==> src/rtl/serial_sub.sv <==
// Bit-serial subtractor: one full-subtractor slice plus a borrow flip-flop
// computes a - b LSB first, with a start/busy/done handshake.
module serial_sub #(
    parameter int WIDTH = 8
) (
    input  logic             clk,
    input  logic             rst,
    input  logic             start,
    input  logic [WIDTH-1:0] a,
    input  logic [WIDTH-1:0] b,
    output logic             busy,
    output logic             done,
    output logic [WIDTH-1:0] d,
    output logic             bout
);

    localparam int CNT_W = $clog2(WIDTH + 1);
    localparam logic [CNT_W-1:0] LAST_CNT = CNT_W'(WIDTH - 1);
    localparam logic [CNT_W-1:0] CNT_ONE  = CNT_W'(1'b1);

    typedef enum logic [1:0] {
        IDLE = 2'd0,
        RUN  = 2'd1,
        DONE = 2'd2
    } state_t;

    // One full-subtractor slice; returns {borrow_out, diff}.
    function automatic logic [1:0] full_sub(input logic x, input logic y, input logic bin);
        full_sub = {(~x & y) | (~(x ^ y) & bin), x ^ y ^ bin};
    endfunction

    state_t           state_r, state_nxt_s;
    logic [WIDTH-1:0] a_sr_r, a_sr_nxt_s;
    logic [WIDTH-1:0] b_sr_r, b_sr_nxt_s;
    logic [WIDTH-1:0] r_sr_r, r_sr_nxt_s;
    logic             br_r, br_nxt_s;
    logic [CNT_W-1:0] cnt_r, cnt_nxt_s;
    logic [WIDTH-1:0] d_r, d_nxt_s;
    logic             bout_r, bout_nxt_s;
    logic             busy_r, busy_nxt_s;
    logic             done_r, done_nxt_s;

    logic [1:0]       slice_s;
    logic [WIDTH-1:0] r_shift_s;

    // Current bit of the subtraction and the result register shifted to take it.
    always_comb begin
        slice_s              = full_sub(a_sr_r[0], b_sr_r[0], br_r);
        r_shift_s            = r_sr_r >> 1'b1;
        r_shift_s[WIDTH-1]   = slice_s[0];
    end

    // Next-state and next-output logic for the IDLE/RUN/DONE sequencer.
    always_comb begin
        state_nxt_s = state_r;
        a_sr_nxt_s  = a_sr_r;
        b_sr_nxt_s  = b_sr_r;
        r_sr_nxt_s  = r_sr_r;
        br_nxt_s    = br_r;
        cnt_nxt_s   = cnt_r;
        d_nxt_s     = d_r;
        bout_nxt_s  = bout_r;
        busy_nxt_s  = busy_r;
        done_nxt_s  = 1'b0;

        case (state_r)
            IDLE, DONE: begin
                if (start) begin
                    state_nxt_s = RUN;
                    a_sr_nxt_s  = a;
                    b_sr_nxt_s  = b;
                    r_sr_nxt_s  = {WIDTH{1'b0}};
                    br_nxt_s    = 1'b0;
                    cnt_nxt_s   = {CNT_W{1'b0}};
                    busy_nxt_s  = 1'b1;
                end else begin
                    state_nxt_s = IDLE;
                    busy_nxt_s  = 1'b0;
                end
            end
            RUN: begin
                // start is deliberately ignored here; operands were latched at acceptance
                a_sr_nxt_s = a_sr_r >> 1'b1;
                b_sr_nxt_s = b_sr_r >> 1'b1;
                r_sr_nxt_s = r_shift_s;
                br_nxt_s   = slice_s[1];
                cnt_nxt_s  = cnt_r + CNT_ONE;
                if (cnt_r == LAST_CNT) begin
                    state_nxt_s = DONE;
                    d_nxt_s     = r_shift_s;
                    bout_nxt_s  = slice_s[1];
                    done_nxt_s  = 1'b1;
                    busy_nxt_s  = 1'b0;
                end else begin
                    state_nxt_s = RUN;
                end
            end
            default: begin
                state_nxt_s = IDLE;
                busy_nxt_s  = 1'b0;
            end
        endcase
    end

    // State and output registers; reset wins over everything else.
    always_ff @(posedge clk) begin
        if (rst) begin
            state_r <= IDLE;
            a_sr_r  <= {WIDTH{1'b0}};
            b_sr_r  <= {WIDTH{1'b0}};
            r_sr_r  <= {WIDTH{1'b0}};
            br_r    <= 1'b0;
            cnt_r   <= {CNT_W{1'b0}};
            d_r     <= {WIDTH{1'b0}};
            bout_r  <= 1'b0;
            busy_r  <= 1'b0;
            done_r  <= 1'b0;
        end else begin
            state_r <= state_nxt_s;
            a_sr_r  <= a_sr_nxt_s;
            b_sr_r  <= b_sr_nxt_s;
            r_sr_r  <= r_sr_nxt_s;
            br_r    <= br_nxt_s;
            cnt_r   <= cnt_nxt_s;
            d_r     <= d_nxt_s;
            bout_r  <= bout_nxt_s;
            busy_r  <= busy_nxt_s;
            done_r  <= done_nxt_s;
        end
    end

    assign busy = busy_r;
    assign done = done_r;
    assign d    = d_r;
    assign bout = bout_r;

endmodule

==> config.mk <==
export PLATFORM = sky130hd
export DESIGN_NAME = serial_sub
export DESIGN_NICKNAME = d
export VERILOG_FILES = /design/src/rtl/serial_sub.sv
export SDC_FILE = /design/constraint.sdc
export NUM_CORES = 1
export LEC_CHECK = 0
export ABC_AREA = 0
export CAP_MARGIN = 20
export CELL_PAD_IN_SITES_DETAIL_PLACEMENT = 1
export CELL_PAD_IN_SITES_GLOBAL_PLACEMENT = 1
export CORE_UTILIZATION = 33
export DETAILED_ROUTE_END_ITERATION = 16
export PLACE_DENSITY = 0.67
export SLEW_MARGIN = 5
export SYNTH_ARGS = -nofsm -noshare
export SYNTH_HDL_FRONTEND = slang
export SYNTH_SLANG_ARGS = --single-unit
==> constraint.sdc <==
create_clock -name clk -period 2.2 [get_ports clk]
set_input_delay 0.44 -clock clk [delete_from_list [all_inputs] [get_ports clk]]
set_output_delay 0.44 -clock clk [all_outputs]
set_load 0.1 [all_outputs]
### Word level (Yosys, flattened, before mapping)

Index checks and enable logic that the tools add are counted.

| word-level totals | value |
|---|---|
| register bits after elaboration | 42 |
| bits of input ports | 19 |
| output and inout bits | 11 |

| operators by class | value |
|---|---|
| add/sub/neg operators | 1 |
| eq/ne operators | 5 |
| mux-type cells | 17 |
| bitwise logic cells | 8 |
| reduce and logical (&&, ||, !) cells | 6 |

Operators by type and width:

| kind | number |
|---|---|
| $pmux W8 S2 | 3 |
| $mux W8 | 3 |
| $pmux W4 S2 | 1 |
| $mux W1 | 5 |
| $add A4 B1 Y4 const B | 1 |
| $eq A4 B3 Y1 const B | 1 |
| $mux W4 | 1 |
| $ne A2 B2 Y1 const B | 2 |
| $pmux W1 S2 | 2 |
| $pmux W2 S2 | 1 |
| $reduce_and A2 Y1 | 2 |
| $reduce_or A2 Y1 | 2 |
| $not A1 Y1 | 3 |
| $and A1 B1 Y1 | 2 |
| $eq A2 B1 Y1 const B | 1 |
| $eq A2 B2 Y1 const B | 1 |
| $logic_not A2 Y1 | 1 |
| $mux W2 | 1 |
| $reduce_bool A2 Y1 | 1 |
| $xor A1 B1 Y1 | 2 |
| $or A1 B1 Y1 | 1 |

### Longest topological paths before layout

Gate-level depths: netlist of the first run.

| depth | value |
|---|---|
| word-level depth | 5 |
| depth in mapped cells | 5 |
| depth with buffers taken out | 4 |

### Worst setup path before layout of the first run

OpenSTA, ideal clock, no wires.

| path | value |
|---|---|
| kind | register -> output |
| start | register bout_r, in the netlist bout |
| end | output bout |
| arrival | 0.925 ns |
| required time | 1.760 ns |
| setup slack | 0.835 ns |
| cell stages (with the launch flop) | 1 |
| buffers on the path | 0 |
| cell sequence | dfxtp_1 |

RTL lines:

| element | line | RTL |
|---|---|---|
| from (decl) | 39 | `logic bout_r, bout_nxt_s;` |
| from (signal assigned) | 126 | `bout_r <= bout_nxt_s;` |
| to (decl) | 14 | `output logic bout` |

No word-level cell between the ends.

### Worst setup path after layout of the first run

| path | value |
|---|---|
| start | input start |
| end | register cnt_r[3] |

| on the way | value |
|---|---|
| longest elaborated chain between the ends | 2 |

Ends and longest elaborated chain:

| element | line | RTL |
|---|---|---|
| from (decl) | 8 | `input logic start,` |
| $ne A2 B2 Y1 (no line) | n/a |  |
| $reduce_and A2 Y1 (no line) | n/a |  |
| to (signal assigned) | 113 | `cnt_r <= {CNT_W{1'b0}};` |
| to (signal assigned) | 124 | `cnt_r <= cnt_nxt_s;` |
| to (decl) | 37 | `logic [CNT_W-1:0] cnt_r, cnt_nxt_s;` |

No other way between the ends.
A chain may end at the register's enable or synchronous reset.

==> metrics.cfg, run 1 <==
[route]
vias=1471
routed_wl_mm=4.16
vias_per_cell=5.25
drc=0
drtIter0Drc=66
wl_per_cell_microns=14.8
antenna_left=0
first_pass_iters=4

[global_route]
grtUsageTotal_pct=16.5
overflow=0
grt_pass1_wl_mm=6.67
grt_start_max_net_pins=28
grt_pass1_vias=1415
grt_antenna_before_repair=0

[clock_tree]
cts.sinks=41
clk_latency_ps=280
cts_buffers=5
cts.root.buffer_cell=clkbuf_8
postCtsResizedCells=0
clock_path_buffers=2
cts.clk_slew.worst_paths_ps=70
hold_buffers=0
cts_tree=yes
htreeDepth=2
cts_setup_buffers=0

[layout]
fillers=556
antenna-diode-count=0
drive_gt1_share_pct=13.6
nNetsFinal=234
multiInputGateArea_sq_um=714
synthToLayoutAreaGrowth_pct=23.4
seq_area_sq_um=821
fin_util_pct=43.0

[logic_synthesis]
syn_inst=188
yosys_warnings=0
synth_edf_count=0
yosysMostFrequentCell=dfxtp_1
syn-num-nets=209
synth_top_area_share_pct=49.3
ys.flop_type=dfxtp_1
synth_area_sq_um=1670
synth_seq_cells=41
syn_area_per_cell_sq_um=8.86
synth-async-reset-ratio_pct=0
ys_top_cells_by_area=dfxtp_1 49%, a21oi_1 11%, nand3_1 11%, a22oi_1 6.3%, buf_4 3.2%
netlist_top_cells_count=41 x dfxtp_1, 38 x a21oi_1, 35 x nand3_1
yosysSeqAreaShare_pct=49.3
yosysUniqueCellTypes=26
yosysTopAreaCell=dfxtp_1

[worst_setup_path]
cp.required_ps=2380
crit_type=input pin to register
critPathArrivalTime_ps=1700
setup.worst_path.end_class=register
path_cells=clkdlybuf4s50_1, nor2b_1, buf_12, nor3b_1, mux2_2
cpLargestDelayFamily=buffers and inverters
crit_fanout=18
cpPeakStageDelay_ps=470
path_buf_inv=2
startpoint_type=input pin
cp_slowest_cell=clkdlybuf4s50_1

[sta]
post-route-period-util_pct=69.2
grt_setup_unrepaired=false
min_period_ps=1520
finalSetupViolCount=0
maxSlewHeadroom_pct=67.8
fmax_mhz=657
worst_slew_pin_slew_ps=482
final_max_slew_viol_count=0
skew_ps=3.70
hold_viol=0
fin_tns_setup_ps=0
worst_slack_ps=677

[power_and_ir_drop]
power.switching_uw=366
irDropWorstVdd_uv=305
power_frac_clock_pct=33.4
switching_share_pct=25.0
p_int_mw=1.10
power.leakage_nw=0.714
p_comb_share_pct=13.0
seqPwrFrac_pct=53.6
p_per_area_nw_per_um2=713

[floorplanning]
dieArea_sq_um=5330
die_h_microns=73.0
coreArea_sq_um=4790
io_pins=30
rows=25
start_util_pct=34.8
die_w_microns=73.0

[placement]
pre_cts_ws_ps=377
dp_hpwl_mm=2.80
io_buffers=29
routabilityCongestion=0.718

[flow_run]
cap_violations=0

[outcome]
status=finished clean

[worst_hold_path]
hold_class=register to register

==> routing by layer <==
layer / wire length [microns] / GRT usage (%) / share of wire (%) / up-vias
met2: 2140 / 28.9 / 52 / 28
met5: 0 / 0 / 0 / -
met3: 160 / 4.70 / 3.8 / 8
met1: 1790 / 19.0 / 43 / 714
li1: - / - / - / 721
met4: 68 / 5.88 / 1.6 / 0
==> path summary, 6_finish.rpt <==
check | startpoint | end | slack (ps) | cells past startpoint
worst max register to register | cnt_r[0] | bout | 700 | 4
worst max-delay path | start | cnt_r[3] | 680 | 5
worst min-delay path | a_sr_r[3] | a_sr_r[3] | 470 | 2
worst min register to register | a_sr_r[3] | a_sr_r[3] | 470 | 2
==> worst register-to-register path: stages (launching register included) <==
cell and delay [ps]:
dfxtp_1 380, ha_1 230, and3b_1 430, a21oi_1 120
a311oi_1 250
==> registers in the layout, summed over array words and instances (netlist names), 2 cells and up <==
signal	flops
state_r	2
cnt_r	4
r_sr_r	7
b_sr_r	8
a_sr_r	8
d	8
==> power groups by stage <==
stage | logic [mW] | clock network [mW] | registers, mW
after floorplan | 0.119 | 0 | 0.807
after global placement | 0.184 | 0 | 0.801
after detailed placement | 0.192 | 0 | 0.803
after CTS | 0.192 | 0.505 | 0.786
after global routing | 0.210 | 0.536 | 0.789
final | 0.191 | 0.489 | 0.786
==> metrics by stage <==
step	instances	power (mW)	hold slack (ps)	cell area [sq um]
floorplan	188	0.926	444	1670
global placement	273	0.985	450	1970
detailed placement	273	0.994	464	1970
CTS	280	1.48	475	2060
global route	280	1.53	495	2060
finish	280	1.47	474	2060
==> final cells by class <==
cell class	count	area share (%)
inverters	2	0.365
repair buffers	38	16.7
flip-flops and latches	41	39.9
well taps	67	4.08
multi-input cells	125	34.8
clock buffers	7	4.20
==> cells in the final DEF (no fill, tap or decap), drive strengths merged <==
| cell | count |
|---|---|
| nor3 | 2 |
| clkbuf | 7 |
| fa | 1 |
| nand3b | 1 |
| nand2b | 4 |
| and2b | 1 |
| o21ai | 8 |
| nand4 | 1 |
| buf | 20 |
| ha | 1 |
| a311oi | 1 |
| nor2b | 1 |
| and3b | 1 |
| nand2 | 10 |
| mux2 | 2 |
| a22oi | 14 |
| a211oi | 1 |
| inv | 2 |
| clkdlybuf4s50 | 18 |
| nor2 | 2 |
| dfxtp | 41 |
| a21oi | 38 |
| nor3b | 1 |
| nand3 | 35 |
==> cell families after synthesis <==
logic type | share of synthesized area [%]
AOI/OAI and AO/OA | 21.4
muxes | 1.58
DFF | 49.3
and+or+nand+nor | 18.0
buffers and inverters | 7.81
adders and majority gates | 1.95
No activity file was read; power rests on OpenSTA's default activity.
==> run 2, diff against run 1 <==
--- a/config.mk
+++ b/config.mk
@@ -11,7 +11,7 @@
 export CELL_PAD_IN_SITES_GLOBAL_PLACEMENT = 1
 export CORE_UTILIZATION = 33
 export DETAILED_ROUTE_END_ITERATION = 16
-export PLACE_DENSITY = 0.67
+export PLACE_DENSITY = 0.7
 export SLEW_MARGIN = 5
 export SYNTH_ARGS = -nofsm -noshare
 export SYNTH_HDL_FRONTEND = slang
==> constraint.sdc (replaced) <==
create_clock -name clk -period 1.4 [get_ports clk]
set_input_delay 0.28 -clock clk [delete_from_list [all_inputs] [get_ports clk]]
set_output_delay 0.28 -clock clk [all_outputs]
set_load 0.1 [all_outputs]
==> metrics.cfg, run 2 (same netlist as run 1, synthesis figures left out) <==
[sta]
hold_viol=0  ; unchanged
final_max_slew_viol_count=0  ; unchanged
skew_ps=6.02  ; was 3.70 ps
fin_tns_setup_ps=0  ; unchanged
worst_slew_pin_slew_ps=241  ; was 482 ps
min_period_ps=1280
grt_setup_unrepaired=false  ; unchanged
maxSlewHeadroom_pct=83.8  ; was 67.8%
finalSetupViolCount=0  ; unchanged
fmax_mhz=784
holdWs_ps=471  ; was 474 ps
post-route-period-util_pct=91.1

[worst_setup_path]
setup.worst_path.end_class=register  ; unchanged
path_buf_inv=1  ; was 2
cpPeakStageDelay_ps=400  ; was 470 ps
cpLargestDelayFamily=flip-flops  ; was buffers and inverters
path_cells=ha_4, and3b_2, buf_4, nand3_1, a21oi_1  ; was clkdlybuf4s50_1, nor2b_1, buf_12, nor3b_1, mux2_2
cp.required_ps=1610  ; was 2380 ps
startpoint_type=register  ; was input pin
crit_fanout=6  ; was 18
critPathArrivalTime_ps=1490  ; was 1700 ps
cp_slowest_cell=dfxtp_1  ; was clkdlybuf4s50_1
crit_type=register to register  ; was input pin to register

[placement]
io_buffers=29  ; unchanged
routabilityCongestion=0.762  ; was 0.718
dp_hpwl_mm=3.08  ; was 2.80 mm
place_inst=279  ; was 273

[worst_hold_path]
hold_class=register to register  ; unchanged

[layout]
fillers=551  ; was 556
antenna-diode-count=0  ; unchanged
multiInputGateArea_sq_um=732  ; was 714 sq um
final_cell_mix=40 x dfxtp_1, 38 x a21oi_1, 35 x nand3_1, 18 x clkdlybuf4s50_1  ; was 41 x dfxtp_1, 38 x a21oi_1, 35 x nand3_1, 19 x buf_4, 18 x clkdlybuf4s50_1
final_cells=286  ; was 280
drive_gt1_share_pct=18.3  ; was 13.6%
layout_commonest_cell=dfxtp_1  ; unchanged
seq_area_sq_um=822  ; was 821 sq um
nNetsFinal=240  ; was 234
synthToLayoutAreaGrowth_pct=35.5  ; was 23.4%
fin_util_pct=47.2  ; was 43.0%

[clock_tree]
cts_buffers=5  ; unchanged
cts.clk_slew.worst_paths_ps=80  ; was 70 ps
hold_buffers=0  ; unchanged
cts_tree=yes  ; unchanged
clock_path_buffers=2  ; unchanged
cts.sinks=41  ; unchanged
cts.root.buffer_cell=clkbuf_8  ; unchanged
htreeDepth=2  ; unchanged
clk_latency_ps=290  ; was 280 ps

[route]
drc=0  ; unchanged
wl_per_cell_microns=15.0  ; was 14.8 microns
antenna_left=0  ; unchanged
first_pass_iters=4  ; unchanged
drtIter0Drc=75  ; was 66
vias_per_cell=5.27  ; was 5.25
routed_wl_mm=4.29  ; was 4.16 mm
vias=1506  ; was 1471

[floorplanning]
start_util_pct=34.8  ; unchanged
coreArea_sq_um=4790  ; unchanged
dieArea_sq_um=5330  ; unchanged
die_h_microns=73.0  ; unchanged
io_pins=30  ; unchanged
rows=25  ; unchanged
die_w_microns=73.0  ; unchanged

[global_route]
overflow=0  ; unchanged
grt_start_max_net_pins=28  ; unchanged
grt_antenna_before_repair=0  ; unchanged
grtUsageTotal_pct=17.7  ; was 16.5%
grt_pass1_wl_mm=7.29  ; was 6.67 mm
grt_pass1_vias=1588  ; was 1415

[power_and_ir_drop]
p_per_area_nw_per_um2=1030  ; was 713 nW/um^2
finalPower_mw=2.33  ; was 1.47 mW
power.leakage_nw=0.773  ; was 0.714 nW
irDropWorstVdd_uv=612  ; was 305 uV

[flow_run]
cap_violations=0  ; unchanged

[outcome]
status=finished clean  ; unchanged

-- run 2: changes by cell type in the layout (fill, tap and decap cells not counted), sizes merged --
cell	change
buf	+6
-- run 2: stage by stage --
stage	cell area [sq um]	worst slack (ps)
4_1_cts	2240	7.25
2_1_floorplan	1670	53.5
6_report	2260	124
5_1_grt	2260	28.3
3_5_place_dp	2150	-269
3_3_place_gp	2150	-215
-- run 2: final timing paths --
kind             from    to  slack (ps)  cells past startpoint
min reg2reg      br_r  br_r         470                      2
min              br_r  br_r         470                      2
max          cnt_r[1]  d[5]         120                      5
max reg2reg  cnt_r[1]  d[5]         120                      5
-- run 2: what timing repair did --
item / CTS / global route
setup buffers: 0 / 0
resized for setup: 0 / 6
endpoints found under the setup margin: 0 / 21
-- run 2: power by group --
part	switching (mW)	internal, mW
combinational	0.170	0.145
sequential	0.0299	1.21
clock	0.388	0.391
total	0.588	1.75
-- run 2: metal layers --
metal	GRT usage (%)	wire, microns	vias to the layer above
li1	-	-	727
met3	4.28	188	4
met1	21.7	1930	745
met4	5.88	37	0
met2	30.5	2130	30
met5	0	0	-
-- run 2: cell type report --
type | instances | share of cell area, %
sequential | 41 | 36.4
multi-input combinational | 125 | 32.4
timing repair buffer | 44 | 23.3
clock buffer | 7 | 3.82
tap | 67 | 3.71
inverter | 2 | 0.333
-- run 2: worst register-to-register path: stages, from the launching register on --
cell	delay (ps)
dfxtp_1	400
ha_4	170
and3b_2	240
buf_4	170
nand3_1	80
a21oi_1	150
==> run 3, diff against run 2 <==
--- a/config.mk
+++ b/config.mk
@@ -9,6 +9,7 @@
 export CAP_MARGIN = 20
 export CELL_PAD_IN_SITES_DETAIL_PLACEMENT = 1
 export CELL_PAD_IN_SITES_GLOBAL_PLACEMENT = 1
+export CORE_MARGIN = 5
 export CORE_UTILIZATION = 33
 export DETAILED_ROUTE_END_ITERATION = 16
 export PLACE_DENSITY = 0.7
==> metrics.cfg, run 3 (same netlist as run 1, synthesis figures left out) <==
[clock_tree]
clock_path_buffers=2  ; unchanged
cts_buffers=5  ; unchanged
cts.sinks=41  ; unchanged
cts_tree=yes  ; unchanged
cts_setup_buffers=0  ; unchanged
postCtsResizedCells=0  ; unchanged
cts.clk_slew.worst_paths_ps=70  ; was 80 ps
clk_latency_ps=290  ; about the same
cts.root.buffer_cell=clkbuf_8  ; unchanged
hold_buffers=0  ; unchanged
htreeDepth=2  ; unchanged

[sta]
fmax_mhz=788  ; was 784 MHz
maxSlewHeadroom_pct=83.3  ; was 83.8%
finalSetupViolCount=0  ; unchanged
hold_viol=0  ; unchanged
post-route-period-util_pct=90.6  ; was 91.1%
holdWs_ps=472  ; was 471 ps
grt_setup_unrepaired=false  ; unchanged
skew_ps=4.91  ; was 6.02 ps
min_period_ps=1270  ; was 1280 ps
final_max_slew_viol_count=0  ; unchanged
worst_slew_pin_slew_ps=251  ; was 241 ps
worst_slack_ps=131  ; was 124 ps

[route]
vias=1484  ; was 1506
drc=0  ; unchanged
vias_per_cell=5.19  ; was 5.27
drtIter0Drc=45  ; was 75
antenna_left=0  ; unchanged
first_pass_iters=4  ; unchanged
wl_per_cell_microns=15.5  ; was 15.0 microns
routed_wl_mm=4.43  ; was 4.29 mm

[worst_setup_path]
startpoint_type=register  ; unchanged
crit_fanout=7  ; was 6
crit_type=register to register  ; unchanged
path_buf_inv=1  ; unchanged
critPathArrivalTime_ps=1450  ; was 1490 ps
cp.required_ps=1580  ; was 1610 ps
path_cells=ha_1, nand3b_1, buf_4, o21ai_0, a21oi_1  ; was ha_4, and3b_2, buf_4, nand3_1, a21oi_1
cpLargestDelayFamily=flip-flops  ; unchanged
cp_slowest_cell=dfxtp_1  ; unchanged
cpPeakStageDelay_ps=380  ; was 400 ps
setup.worst_path.end_class=register  ; unchanged

[global_route]
grt_antenna_before_repair=0  ; unchanged
grtUsageTotal_pct=15.0  ; was 17.7%
overflow=0  ; unchanged
grt_start_max_net_pins=24  ; was 28
grt_pass1_vias=1555  ; was 1588
grt_pass1_wl_mm=7.53  ; was 7.29 mm

[worst_hold_path]
hold_class=register to register  ; unchanged

[placement]
routabilityCongestion=0.752  ; was 0.762
pre_cts_ws_ps=-234  ; was -269 ps
io_buffers=29  ; unchanged
dp_hpwl_mm=3.17  ; was 3.08 mm
dpl_cell_area_sq_um=2150  ; unchanged

[floorplanning]
dieArea_sq_um=6570  ; was 5330 sq um
coreArea_sq_um=4820  ; was 4790 sq um
start_util_pct=34.6  ; was 34.8%
die_w_microns=81.0  ; was 73.0 microns
io_pins=30  ; unchanged
rows=25  ; unchanged
die_h_microns=81.0  ; was 73.0 microns

[power_and_ir_drop]
power.leakage_nw=0.775  ; was 0.773 nW
irDropWorstVdd_uv=390  ; was 612 uV
p_per_area_nw_per_um2=1040  ; was 1030 nW/um^2

[layout]
synthToLayoutAreaGrowth_pct=34.9  ; was 35.5%
antenna-diode-count=0  ; unchanged
drive_gt1_share_pct=17.4  ; was 18.3%
fin_util_pct=46.6  ; was 47.2%
fillers=563  ; was 551
multiInputGateArea_sq_um=719  ; was 732 sq um
layout_commonest_cell=dfxtp_1  ; unchanged
fin_area_sq_um=2250  ; was 2260 sq um
seq_area_sq_um=821  ; was 822 sq um
nNetsFinal=240  ; unchanged
final_cell_mix=41 x dfxtp_1, 38 x a21oi_1, 35 x nand3_1, 18 x clkdlybuf4s50_1, 14 x a22oi_1  ; was 40 x dfxtp_1, 38 x a21oi_1, 35 x nand3_1, 18 x clkdlybuf4s50_1

[outcome]
status=finished clean  ; unchanged

[flow_run]
cap_violations=0  ; unchanged

==> run 3: cell counts in the layout (fill, tap and decap cells not counted) <==
Identical to the previous run, type by type.
==> run 3: report_power, final <==
group          internal (mW)  switching [mW]  total [mW]
registers               1.21          0.0279        1.24
clock network          0.391           0.382       0.773
logic                  0.143           0.176       0.319
==> run 3: worst paths after layout <==
| kind | slack (ps) | endpoint | start | depth (start not counted) |
|---|---|---|---|---|
| setup / recovery | 130 | d[2] | cnt_r[0] | 5 |
| hold / removal | 470 | b_sr_r[4] | b_sr_r[4] | 2 |
| setup reg to reg | 130 | d[2] | cnt_r[0] | 5 |
| hold reg to reg | 470 | b_sr_r[4] | b_sr_r[4] | 2 |
==> run 3: final cells by class <==
type                       instances  area share, %
clock buffer                       7           3.84
timing repair buffer              44           23.6
multi-input combinational        125           32.0
tap                               67           3.73
inverter                           2          0.334
sequential                        41           36.5
==> run 3: worst register-to-register path, stage by stage, from the launching register on <==
cell	delay, ps
dfxtp_1	380
ha_1	220
nand3b_1	120
buf_4	180
o21ai_0	170
a21oi_1	90
==> run 3: through the flow <==
| step | instances | power [mW] | TNS (ps) |
|---|---|---|---|
| CTS | 286 | 2.35 | 0 |
| floorplan | 188 | 1.46 | 0 |
| global placement | 279 | 1.56 | -2600 |
| global route | 286 | 2.44 | 0 |
| detailed placement | 279 | 1.58 | -3590 |
| finish | 286 | 2.33 | 0 |
==> run 3: layer usage <==
layer / GRT usage, % / share of wire [%] / up-vias / wire length (microns)
li1: - / - / 728 / -
met1: 18.7 / 45 / 726 / 1990
met2: 24.3 / 50 / 26 / 2200
met3: 5.21 / 4.5 / 4 / 198
met4: 4.56 / 0.93 / 0 / 41
met5: 0 / 0 / - / 0
